--- src/rtl/fixed_to_float.sv ---
// Signed fixed-point (32-bit, programmable fraction width) to IEEE-754 single-precision converter.
// Normalises one bit per cycle, then rounds to nearest-even in a single ROUND cycle.
module fixed_to_float (
  input  logic        clk,
  input  logic        rst,
  input  logic        start,
  input  logic [31:0] fixed,
  input  logic [4:0]  fixpointpos,
  output logic        busy,
  output logic        done,
  output logic [31:0] result
);

  typedef enum logic [1:0] {StIdle, StNorm, StRound, StDone} state_e;

  state_e      state_q, state_d;
  logic        sign_q, sign_d;
  logic [31:0] mag_q, mag_d;
  logic [4:0]  fpp_q, fpp_d;
  logic [5:0]  n_q, n_d;
  logic [31:0] result_q, result_d;

  logic        round_up;
  logic [23:0] frac_sum;
  logic [7:0]  exp_base;
  logic [7:0]  exp_rnd;

  // mag_q[31] is the hidden bit once normalised; bits below mag_q[8] feed rounding.
  assign round_up = mag_q[7] & ((|mag_q[6:0]) | mag_q[8]);
  assign frac_sum = {1'b0, mag_q[30:8]} + {23'b0, round_up};
  assign exp_base = 8'd158 - {2'b00, n_q} - {3'b000, fpp_q};
  assign exp_rnd  = exp_base + {7'b0, frac_sum[23]};

  always_comb begin
    state_d  = state_q;
    sign_d   = sign_q;
    mag_d    = mag_q;
    fpp_d    = fpp_q;
    n_d      = n_q;
    result_d = result_q;
    case (state_q)
      StIdle: begin
        if (start) begin
          if (fixed == 32'd0) begin
            result_d = 32'd0;
            state_d  = StDone;
          end else begin
            sign_d  = fixed[31];
            mag_d   = fixed[31] ? (~fixed + 32'd1) : fixed;
            fpp_d   = fixpointpos;
            n_d     = 6'd0;
            state_d = StNorm;
          end
        end
      end
      StNorm: begin
        if (mag_q[31]) begin
          state_d = StRound;
        end else begin
          mag_d = mag_q << 1;
          n_d   = n_q + 6'd1;
        end
      end
      StRound: begin
        // On carry-out frac_sum[22:0] is already zero.
        result_d = {sign_q, exp_rnd, frac_sum[22:0]};
        state_d  = StDone;
      end
      StDone: begin
        state_d = StIdle;
      end
      default: begin
        state_d = StIdle;
      end
    endcase
  end

  always_ff @(posedge clk or negedge rst) begin
    if (!rst) begin
      state_q  <= StIdle;
      sign_q   <= 1'b0;
      mag_q    <= 32'd0;
      fpp_q    <= 5'd0;
      n_q      <= 6'd0;
      result_q <= 32'd0;
    end else begin
      state_q  <= state_d;
      sign_q   <= sign_d;
      mag_q    <= mag_d;
      fpp_q    <= fpp_d;
      n_q      <= n_d;
      result_q <= result_d;
    end
  end

  assign busy   = (state_q != StIdle);
  assign done   = (state_q == StDone);
  assign result = result_q;

endmodule

--- config.mk ---
export PLATFORM = sky130hd
export DESIGN_NAME = fixed_to_float
export DESIGN_NICKNAME = d
export VERILOG_FILES = /design/src/rtl/fixed_to_float.sv
export SDC_FILE = /design/constraint.sdc
export NUM_CORES = 1
export LEC_CHECK = 0
export ABC_AREA = 1
export CAP_MARGIN = 0
export CORE_MARGIN = 4
export CORE_UTILIZATION = 55
export CTS_CLUSTER_SIZE = 40
export DETAILED_ROUTE_END_ITERATION = 10
export PLACE_DENSITY_LB_ADDON = 0.15
export SETUP_SLACK_MARGIN = 0.2
export SLEW_MARGIN = 0
export SYNTH_ARGS = -nofsm -noshare
export SYNTH_HDL_FRONTEND = slang
export SYNTH_SLANG_ARGS = --single-unit
--- constraint.sdc ---
create_clock -name clk -period 5.9 [get_ports clk]
set_input_delay 0.885 -clock clk [delete_from_list [all_inputs] [get_ports clk]]
set_output_delay 0.885 -clock clk [all_outputs]
set_load 0.05 [all_outputs]
# --- After elaboration in Yosys (flattened, before gate mapping) ---
# Cells that the tools add are included.
op_classes:
  addsub: 6
  mul: 0
  div_mod_pow: 0
  magnitude_cmp: 0
  n_eq_ne: 8
  shift: 0
  muxes: 16
  bitwise: 4
  reduce_logical: 11
ops:
  columns: ["op", "count"]
  rows:
  - ["two-way mux 32 bit", 6]
  - ["case mux 32 bit (2 select lines)", 2]
  - ["adder 32 x 1 -> 32 bit, second input constant", 1]
  - ["zero test 32 bit", 1]
  - ["inverter 32 bit", 1]
  - ["adder 23 x 1 -> 24 bit", 1]
  - ["two-way mux 6 bit", 3]
  - ["case mux 6 bit (2 select lines)", 1]
  - ["inequality test 2 bit, second input constant", 5]
  - ["AND reduction 3 bit", 3]
  - ["adder 8 x 1 -> 8 bit", 1]
  - ["case mux 2 bit (4 select lines)", 1]
  - ["subtractor 8 x 5 -> 8 bit", 1]
  - ["subtractor 8 x 6 -> 8 bit, first input constant", 1]
  - ["OR reduction 7 bit", 1]
  - ["adder 6 x 1 -> 6 bit, second input constant", 1]
  - ["two-way mux 2 bit", 3]
  - ["nonzero test 2 bit", 3]
  - ["equality test 2 bit, second input constant", 2]
  - ["AND reduction 4 bit", 1]
  - ["equality test 2 x 1 -> 1 bit, second input constant", 1]
  - ["zero test 2 bit", 1]
  - ["AND reduction 2 bit", 1]
  - ["bitwise AND 1 bit", 1]
  - ["2 further kinds", 2]
word_totals:
  register_bits: 78
  latch_bits: 0
  ram_bits: 0
  rom_bits: 0
  in_bits: 40
  n_memories: 0

# --- Longest topological paths before layout ---
# Gate-level depths: netlist of run 1.
depth:
  ltp_word: 6
  ltp_mapped: 14

# --- Worst setup path after synthesis of run 1 ---
# Ideal clock, no wire load.
synth_path:
  path_type: "register to register"
  from: "register mag_q[10]"
  to: "register result_q[28] (netlist: result[28])"
  setup_ps: 127
  arrival_ps: 2784
  required_time_ps: 5773
  path_slack_ps: 2989
  stages_incl_launch_ff: 15
  n_path_buf: 0
  period_less_slack_ps: 2911
  cell_sequence: "dfrtp_1 nand2_1 nor2_2 nand2_1 nor3_2 nand4_1 nor3_1 fa_1 ha_1 inv_1 fa_1 or2_2 o21ai_0 xnor2_1 o21ai_0"
synth_between:
  elab_chain_cells: 3
synth_lines:
  columns: ["element", "line", "text"]
  rows:
  - ["start: declaration", "18", "logic [31:0] mag_q, mag_d;"]
  - ["start signal: assignment", "89", "mag_q <= mag_d;"]
  - ["adder 23 x 1 -> 24 bit", "30", "assign frac_sum = {1'b0, mag_q[30:8]} + {23'b0, round_up};"]
  - ["adder 8 x 1 -> 8 bit", "32", "assign exp_rnd = exp_base + {7'b0, frac_sum[23]};"]
  - ["case mux 32 bit (2 select lines)", "41", "case (state_q)"]
  - ["end signal: assignment", "92", "result_q <= result_d;"]
  - ["end: declaration", "21", "logic [31:0] result_q, result_d;"]
# Every way passes these cells.
# A chain may end at the register's enable or synchronous reset.

# --- Worst setup path in the final report of run 1 ---
layout_path:
  from: "input port fixed[31]"
  to: "register mag_q[19]"
layout_between:
  elab_chain_cells: 4
  elab_cells_between_ends: 7
layout_lines:
  columns: ["element", "line", "text"]
  rows:
  - ["start: declaration", "7", "input logic [31:0] fixed,"]
  - ["branches (longest 4 deep; another with zero test 32 bit)", null, null]
# Parallel ways; which one is timed is not known. The select of a mux whose other input is x is not followed.

==> run metrics, run 1 <==
run status finished, final reports clean; largest fanout on the critical path 49; Max-slew headroom 33.50%; crit path kind primary input to flop; share of cells above drive strength 1 4.783%; Die Wd 107.5 um; combinational share of power 55.2%; Clk Latency, worst-skew pair 340 ps; Sequential Power Share 31.1%; Filler cells 912; smallest hold slack 482.2 ps; ys flop type dfrtp_1; library cells used by synthesis 36; initial antenna violation count 0; overall power 0.003070 W; Antenna Cells 0; post-synthesis cell area 5446 um2; DP HPWL 10950 um; root buffer cell clkbuf_8; Final Net Count 955; Ports 74; post-cts sizing count 0; worst path required time 6130 ps; Yosys top cell by area dfrtp_1; htree depth 3; first-pass GRT wire length 24070 um; Post-Syn Instances 835; clock skew 14.47 ps; vias post-DR 5451; initial DRC count 414; IO Port Bufs 73; setup TNS 0 ps; CP endpoint kind flop; max_cap viols 0; WP data arrival 3720 ps; CTS clk-pin slew, worst paths 80 ps; num rows 36; fmax 286.5 MHz; Synth async-reset ratio 100.0%; Synth Area per Inst 6.523 um2; Max Slew Vio Count 0; antenna viol nets, final 0; Initial Util 55.98%; GRT Residual Overflow 0; # DRC 0; Die Y 107.5 um; Final period util 59.16%; WL/cell 13.69 um; # setup viols final 0; Slew @ Worst Pin 996.4 ps; Via density 5.282; internal power 0.001534 W; Total Wirelength 14130 um; Tmin final 3491 ps; CTS tree done; final core utilization 65.86%; top post-synthesis cells by area dfrtp_1 (36%), nand2_1 (24%), nand3_1 (6.3%), nor2_1 (5.6%), inv_1 (5.2%); Max VDD drop 243.8 uV; unrepaired setup endpoints after global routing no; Net Count, Synth 894; vias in the first global route 5044; FF+latch area 1952 um2; CTS Buf Count 9; clock tree buffer depth 2; Tot GR Track Use 25.87%; Switch Pwr 0.001536 W; area occupied by multi-input gates 3048 um2; postcts setup bufs 0; Clock power frac 13.7%; Post-synth EDFFs 0; warnings from Yosys 0; share of the synthesized area in the top cell type 35.84%; Seq/Total Area, Yosys 35.84%; first drt pass iteration count 6; Leak 3.178 nW; Synth Register Bits 78; Die ar. 11560 um2; Placeable Area 9729 um2; startpoint type of the worst setup path primary input; total clock sinks 78; largest net degree at the start of global routing 79; CTS hold repair buffers 0; Switching Share 50.03%; Worst Hold Class flop to flop; PwrDens 479.2 nW/um2; Final GP Congestion 0.9163; Final Hold Fails 0; Area Growth Syn to Fin 17.64%
-- cell type report --
class,count,area share [%]
clock inverters,4,1.152
clock buffers,10,1.992
well taps,133,2.597
inverters,79,4.628
repair buffers,75,11.60
flip-flops and latches,78,30.46
multi-input cells,653,47.57
-- cell families after synthesis --
| kind of cell | after synthesis | synth area share (%) |
|---|---|---|
| flops | 78 | 35.84 |
| xor+xnor | 12 | 1.930 |
| fa+ha+maj | 19 | 4.640 |
| simple gates | 538 | 40.71 |
| compound gates | 84 | 8.684 |
| buf+inv | 104 | 8.201 |
-- power groups by stage --
stage          Sequential (W)  Combinational, W  Clock (W)
2_1_floorplan         0.00115           0.00107          0
3_3_place_gp         0.000953           0.00165          0
3_5_place_dp         0.000961           0.00169          0
4_1_cts              0.000952           0.00170   0.000430
5_1_grt              0.000986           0.00191   0.000454
6_report             0.000955           0.00169   0.000420
-- cells in the mapped netlist, types with 6 or more instances --
cell type  instances
nand2_1          351
nor2_1            81
dfrtp_1           78
inv_1             76
nand3_1           69
o21ai_0           47
ha_1              17
a21oi_1           16
nor3_1            12
clkbuf_1           8
nand4_1            6
xnor2_1            6
xor2_1             6
-- critical path: stages --
cell             delay, ps
clkdlybuf4s50_1        390
buf_4                  270
inv_1                  300
nand3_1                110
nor2_1                 140
nand2_1                100
o21ai_4                170
nand2_1                 80
nand2_2                560
inv_2                  430
nand2_1                180
nand2_1                 70
-- worst paths after layout --
kind | startpoint | to | slack, ps | cells past startpoint
max | fixed[31] | mag_q[19]$_DFFE_PN0P_ | 2410 | 12
min reg2reg | mag_q[2]$_DFFE_PN0P_ | mag_q[2]$_DFFE_PN0P_ | 480 | 2
min | mag_q[2]$_DFFE_PN0P_ | mag_q[2]$_DFFE_PN0P_ | 480 | 2
max reg2reg | mag_q[10]$_DFFE_PN0P_ | result[28]$_DFFE_PN0P_ | 2410 | 14
max in group asynchronous | rst | mag_q[10]$_DFFE_PN0P_ | 4590 | 1
min in group asynchronous | rst | result[11]$_DFFE_PN0P_ | 680 | 1
-- routing by layer --
layer  vias to the layer above  routed length, um  GRT usage, %
met5                         -                  0             0
met4                         0                205         7.845
met3                        17                839         4.619
met2                       184               6526         41.56
met1                      2491               6554         35.73
li1                       2759                  -             -
-- sequential cells by signal (all words and copies together) (netlist names) --
| name | cells |
|---|---|
| fpp_q | 5 |
| sign_q | 1 |
| n_q | 6 |
| state_q | 2 |
| result | 32 |
| mag_q | 32 |
-- layout by cell type, fill, tap and decap left out, types with 4 or more instances in the layout --
master           synthesis  final
nand2_1                351    351
xor2_1                   6      6
nor2_2                   4      4
o21ai_0                 47     47
xnor2_1                  6      6
nand3_1                 69     69
dfrtp_1                 78     78
nand4_1                  6      6
clkdlybuf4s50_1          0     72
ha_1                    17     17
nor2_1                  81     81
nand2_2                  4      4
inv_1                   76     76
o21ai_1                  5      5
o21ai_2                  5      5
clkbuf_8                 0      9
nor3_1                  12     12
nor2_4                   4      4
a21oi_1                 16     16
-- metrics by stage --
step | setup slack [ps] | cell area [um2] | instances
finish | 2409 | 6407 | 1032
CTS | 2358 | 6407 | 1032
global route | 1938 | 6407 | 1032
detailed placement | 2089 | 6206 | 1018
global placement | 2206 | 6206 | 1018
floorplan | 2989 | 5446 | 835
No activity file was read; power rests on OpenSTA's default activity.
==> run 2, diff against run 1 <==
Clock period 5.9 ns to 3.3 ns, I/O delays scaled along.
==> run 2 against run 1 <==
Worst hold slack worse by 200 ps. Final cell count is 0.68% higher. Register-to-register slack worse by 2000 ps. Sequential share of layout area is 0.26 points lower. Core utilization is 0.64 points higher. Sequential power is 77% higher. Critical path type is now flop to flop. Critical endpoint is now result[30]$_DFFE_PN0P_. Largest cell class unchanged.
==> run metrics, run 2 (synthesis gave the netlist of run 1 again) <==
run status finished, final reports clean; htree depth 3; CTS tree done; fmax 347.9 MHz; CTS clk-pin slew, worst paths 80 ps; Tot GR Track Use 26.34%; antenna viol nets, final 0; Placeable Area 9729 um2; Final period util 87.09%; Switch Pwr 0.002832 W; total clock sinks 78; Max VDD drop 425.4 uV; clock skew 4.986 ps; setup TNS 0 ps; Area Growth Syn to Fin 18.79%; Die Y 107.5 um; largest fanout on the critical path 6; Final Hold Fails 0; initial DRC count 422; Via density 5.276; CP cell instances nand2_1 > nor2_1 > nand2_1 > nor3_4 > nand4_1 > nor3_2 > fa_1 > ha_1 > inv_1 > fa_1 > or2_2 > o21ai_2 > a21oi_1 > o21ai_0; Switching Share 50.63%; Leak 3.219 nW; GRT Residual Overflow 0; Final GP Congestion 0.9389; Slew @ Worst Pin 971.3 ps; internal power 0.002761 W; Die ar. 11560 um2; CP endpoint kind flop; commonest non-fill, non-tap cells in the layout nand2_1 (351), nor2_1 (81), inv_1 (76), dfrtp_1 (76), clkdlybuf4s50_1 (72); area occupied by multi-input gates 3063 um2; crit path kind flop to flop; Tmin final 2874 ps; Max Slew Vio Count 0; Clock power frac 12.6%; CTS Buf Count 9; FF+latch area 1954 um2; Worst Hold Class primary input to async pin; largest net degree at the start of global routing 79; DP HPWL 10920 um; share of cells above drive strength 1 5.960%; Max-slew headroom 35.25%; most common cell after layout, fill and taps aside nand2_1; # setup viols final 0; unrepaired setup endpoints after global routing yes; Die Wd 107.5 um; worst path required time 3570 ps; IO Port Bufs 73; Sequential Power Share 30.2%; final core utilization 66.50%; initial antenna violation count 0; num rows 36; # DRC 0; Filler cells 911; vias in the first global route 5161; root buffer cell clkbuf_8; Crit-path slowest cell dfrtp_2; crit-path max cell delay 430 ps; CTS hold repair buffers 0; WL/cell 14.05 um; max_cap viols 0; clock tree buffer depth 2; Clk Latency, worst-skew pair 360 ps; Ports 74; Final Net Count 961; Initial Util 55.98%; first drt pass iteration count 5; first-pass GRT wire length 24410 um; Total Wirelength 14600 um; WP data arrival 3140 ps; vias post-DR 5482; Antenna Cells 0; PwrDens 864.4 nW/um2; combinational share of power 57.2%; startpoint type of the worst setup path flop
## run 2: final timing paths
kind | from | endpoint | slack, ps | depth (start not counted)
setup / recovery | mag_q[12]$_DFFE_PN0P_ | result[30]$_DFFE_PN0P_ | 430 | 14
hold / removal | rst | result[9]$_DFFE_PN0P_ | 290 | 1
setup reg to reg | mag_q[12]$_DFFE_PN0P_ | result[30]$_DFFE_PN0P_ | 430 | 14
hold reg to reg | result[26]$_DFFE_PN0P_ | result[26]$_DFFE_PN0P_ | 480 | 2
max in group asynchronous | rst | mag_q[12]$_DFFE_PN0P_ | 2350 | 1
min in group clk | result[26]$_DFFE_PN0P_ | result[26]$_DFFE_PN0P_ | 480 | 2
## run 2: layout make-up
class,instances,share of cell area (%)
tap,133,2.572
clock inverter,4,0.7349
inverter,79,4.583
multi-input combinational,653,47.34
clock buffer,11,2.185
timing repair buffer,81,12.38
sequential,78,30.21
## run 2: worst max-delay path: cells and delay by family (launching register included)
kind                       cells  cell delay (ps)
AOI/OAI and AO/OA              3              430
DFF                            1              430
adders and majority gates      3              750
and+or+nand+nor                7             1130
buffers and inverters          1               50
## run 2: stage by stage
| stage | hold slack, ps | instances | setup WS, ps | total power [W] | cell area, um2 |
|---|---|---|---|---|---|
| finish | 285.2 | 1039 | 425.9 | 0.005592 | 6470 |
| CTS | 322.8 | 1037 | 253.4 | 0.005550 | 6442 |
| detailed placement | 465.6 | 1022 | 190.1 | 0.004824 | 6248 |
| global route | 376.1 | 1039 | 191.5 | 0.006075 | 6470 |
| global placement | 464.4 | 1022 | 306.2 | 0.004720 | 6248 |
| floorplan | 199.4 | 835 | 388.7 | 0.003967 | 5446 |
## run 2: what timing repair did
item / CTS / global route
resized for setup: 1 / 5
endpoints found under the setup margin: 2 / 2
setup buffers: 0 / 2
endpoints found under the hold margin: 0 / 0
gates cloned: 0 / 0
## run 2: power groups by stage
stage | clock network (W) | logic (W) | registers [W]
after global placement | 0 | 0.00305 | 0.00167
after floorplan | 0 | 0.00191 | 0.00206
after CTS | 0.000718 | 0.00315 | 0.00168
after global routing | 0.000761 | 0.00357 | 0.00175
final | 0.000705 | 0.00320 | 0.00169
after detailed placement | 0 | 0.00313 | 0.00170
## run 2: metal layers
layer / global-route usage, % / part of all wire [%] / routed length, um
met1: 35.65 / 45 / 6559
met2: 42.98 / 47 / 6810
met4: 9.288 / 2.3 / 335
met3: 4.079 / 6.1 / 894
met5: 0 / 0 / 0
==> run 3, diff against run 2 <==
Settings changed: PLACE_DENSITY set to 0.8, PLACE_DENSITY_LB_ADDON 0.15 to unset.
==> run 3 against run 2 <==
Register-to-register slack about the same. Maximum frequency is 0.42% lower. Global-route usage is 0.74 points higher. Core utilization up 0.50 points. Critical path type unchanged.
==> run metrics, run 3 (synthesis gave the netlist of run 1 again) <==
run status finished, final reports clean; Crit-path slowest cell dfrtp_1; root buffer cell clkbuf_8; first drt pass iteration count 7; combinational share of power 56.6%; IO Port Bufs 73; unrepaired setup endpoints after global routing no; Crit path max-delay family simple AND/OR/NAND/NOR gates; # setup viols final 0; fmax 346.5 MHz; Max Slew Vio Count 0; Final Hold Fails 0; PwrDens 876.5 nW/um2; Die Y 107.5 um; Total Wirelength 15130 um; Via density 5.437; GRT Residual Overflow 0; initial DRC count 389; most common cell after layout, fill and taps aside nand2_1; setup TNS 0 ps; Antenna Cells 0; htree depth 3; Tot GR Track Use 27.09%; worst path required time 3540 ps; first-pass GRT wire length 25210 um; max_cap viols 0; largest fanout on the critical path 5; CTS Buf Count 9; DR WL met3 953 um; Sequential Power Share 29.4%; antenna viol nets, final 0; WL/cell 14.49 um; Die Wd 107.5 um; Die ar. 11560 um2; vias in the first global route 5345; crit-path max cell delay 440 ps; Filler cells 867; startpoint type of the worst setup path flop; share of cells above drive strength 1 6.367%; Tmin final 2886 ps; clock skew 18.44 ps; FF+latch area 1953 um2; DP HPWL 11480 um; num rows 36; wire length on met1 6534 um; Final period util 87.46%; largest net degree at the start of global routing 79; CTS clk-pin slew, worst paths 90 ps; Switching Share 50.18%; Final Net Count 965; crit path kind flop to flop; CTS tree done; # DRC 0; CP cell instances inv_1 > nor2_2 > nand2_1 > nor3_2 > nand4_1 > nor3_2 > fa_1 > ha_1 > inv_1 > fa_1 > or2_2 > o21ai_2 > xnor2_1 > o21ai_0; WP data arrival 3120 ps; CP bufs+invs 2; Area Growth Syn to Fin 19.69%; initial antenna violation count 0; commonest non-fill, non-tap cells in the layout nand2_1 (351), nor2_1 (80), dfrtp_1 (77), inv_1 (76), clkdlybuf4s50_1 (72); Clock power frac 14.1%; vias post-DR 5676; CP endpoint kind flop; fin worst setup slack 413.7 ps; Clk Latency, worst-skew pair 360 ps; area occupied by multi-input gates 3059 um2; Max-slew headroom 34.09%; Placeable Area 9729 um2; Ports 74; internal power 0.002847 W; Switch Pwr 0.002867 W; met2 WL 7232 um; Initial Util 55.98%; Max VDD drop 925.5 uV; Slew @ Worst Pin 988.6 ps; Final GP Congestion 0.9645; total clock sinks 78; Worst Hold Class primary input to async pin; Leak 3.233 nW; top layer in use met4; Setup WS pre-CTS 187.7 ps; clock tree buffer depth 2
run 3: final cells by class:
class,instances,share of cell area [%]
clock buffer,11,2.015
clock inverter,5,1.248
inverter,79,4.549
multi-input combinational,653,46.93
sequential,78,29.96
tap,133,2.553
timing repair buffer,85,12.74
run 3: per-stage QoR:
stage	instances	instance area, um2	power, W	hold slack [ps]	utilization [%]
2_1_floorplan	835	5446	0.003967	199.4	-
3_3_place_gp	1023	6256	0.004743	461.0	64.30
3_5_place_dp	1023	6256	0.004845	464.4	64.30
4_1_cts	1039	6469	0.005666	327.4	66.49
5_1_grt	1044	6519	0.006181	369.9	67.00
6_report	1044	6519	0.005714	281.1	67.00
run 3: path summary, 6_finish.rpt:
path                                                to             startpoint  slack [ps]  depth (start not counted)
worst min-delay path             result[8]$_DFFE_PN0P_                    rst         280                          1
min in group clk                 result[7]$_DFFE_PN0P_  result[7]$_DFFE_PN0P_         480                          2
worst min register to register   result[7]$_DFFE_PN0P_  result[7]$_DFFE_PN0P_         480                          2
worst max-delay path            result[28]$_DFFE_PN0P_  mag_q[13]$_DFFE_PN0P_         410                         14
max in group asynchronous        mag_q[12]$_DFFE_PN0P_                    rst        2330                          1
worst max register to register  result[28]$_DFFE_PN0P_  mag_q[13]$_DFFE_PN0P_         410                         14
run 3: power by group through the flow:
stage               Combinational, W  Clock [W]  Sequential, W
finish                       0.00323   0.000803        0.00168
global route                 0.00360   0.000855        0.00173
CTS                          0.00317   0.000815        0.00168
detailed placement           0.00315          0        0.00169
global placement             0.00307          0        0.00167
floorplan                    0.00191          0        0.00206
run 3: timing repair:
item / in CTS / in global routing
hold buffers: 0 / 0
pin swaps: 0 / 0
buffers inserted: 0 / 5
endpoints found under the setup margin: 2 / 2
gates resized for setup: 1 / 4
run 3: metal layers:
| metal | vias to the layer above | GRT usage (%) |
|---|---|---|
| met4 | 0 | 8.206 |
| met2 | 232 | 45.52 |
| li1 | 2771 | - |
| met5 | - | 0 |
| met1 | 2633 | 35.86 |
| met3 | 40 | 4.499 |
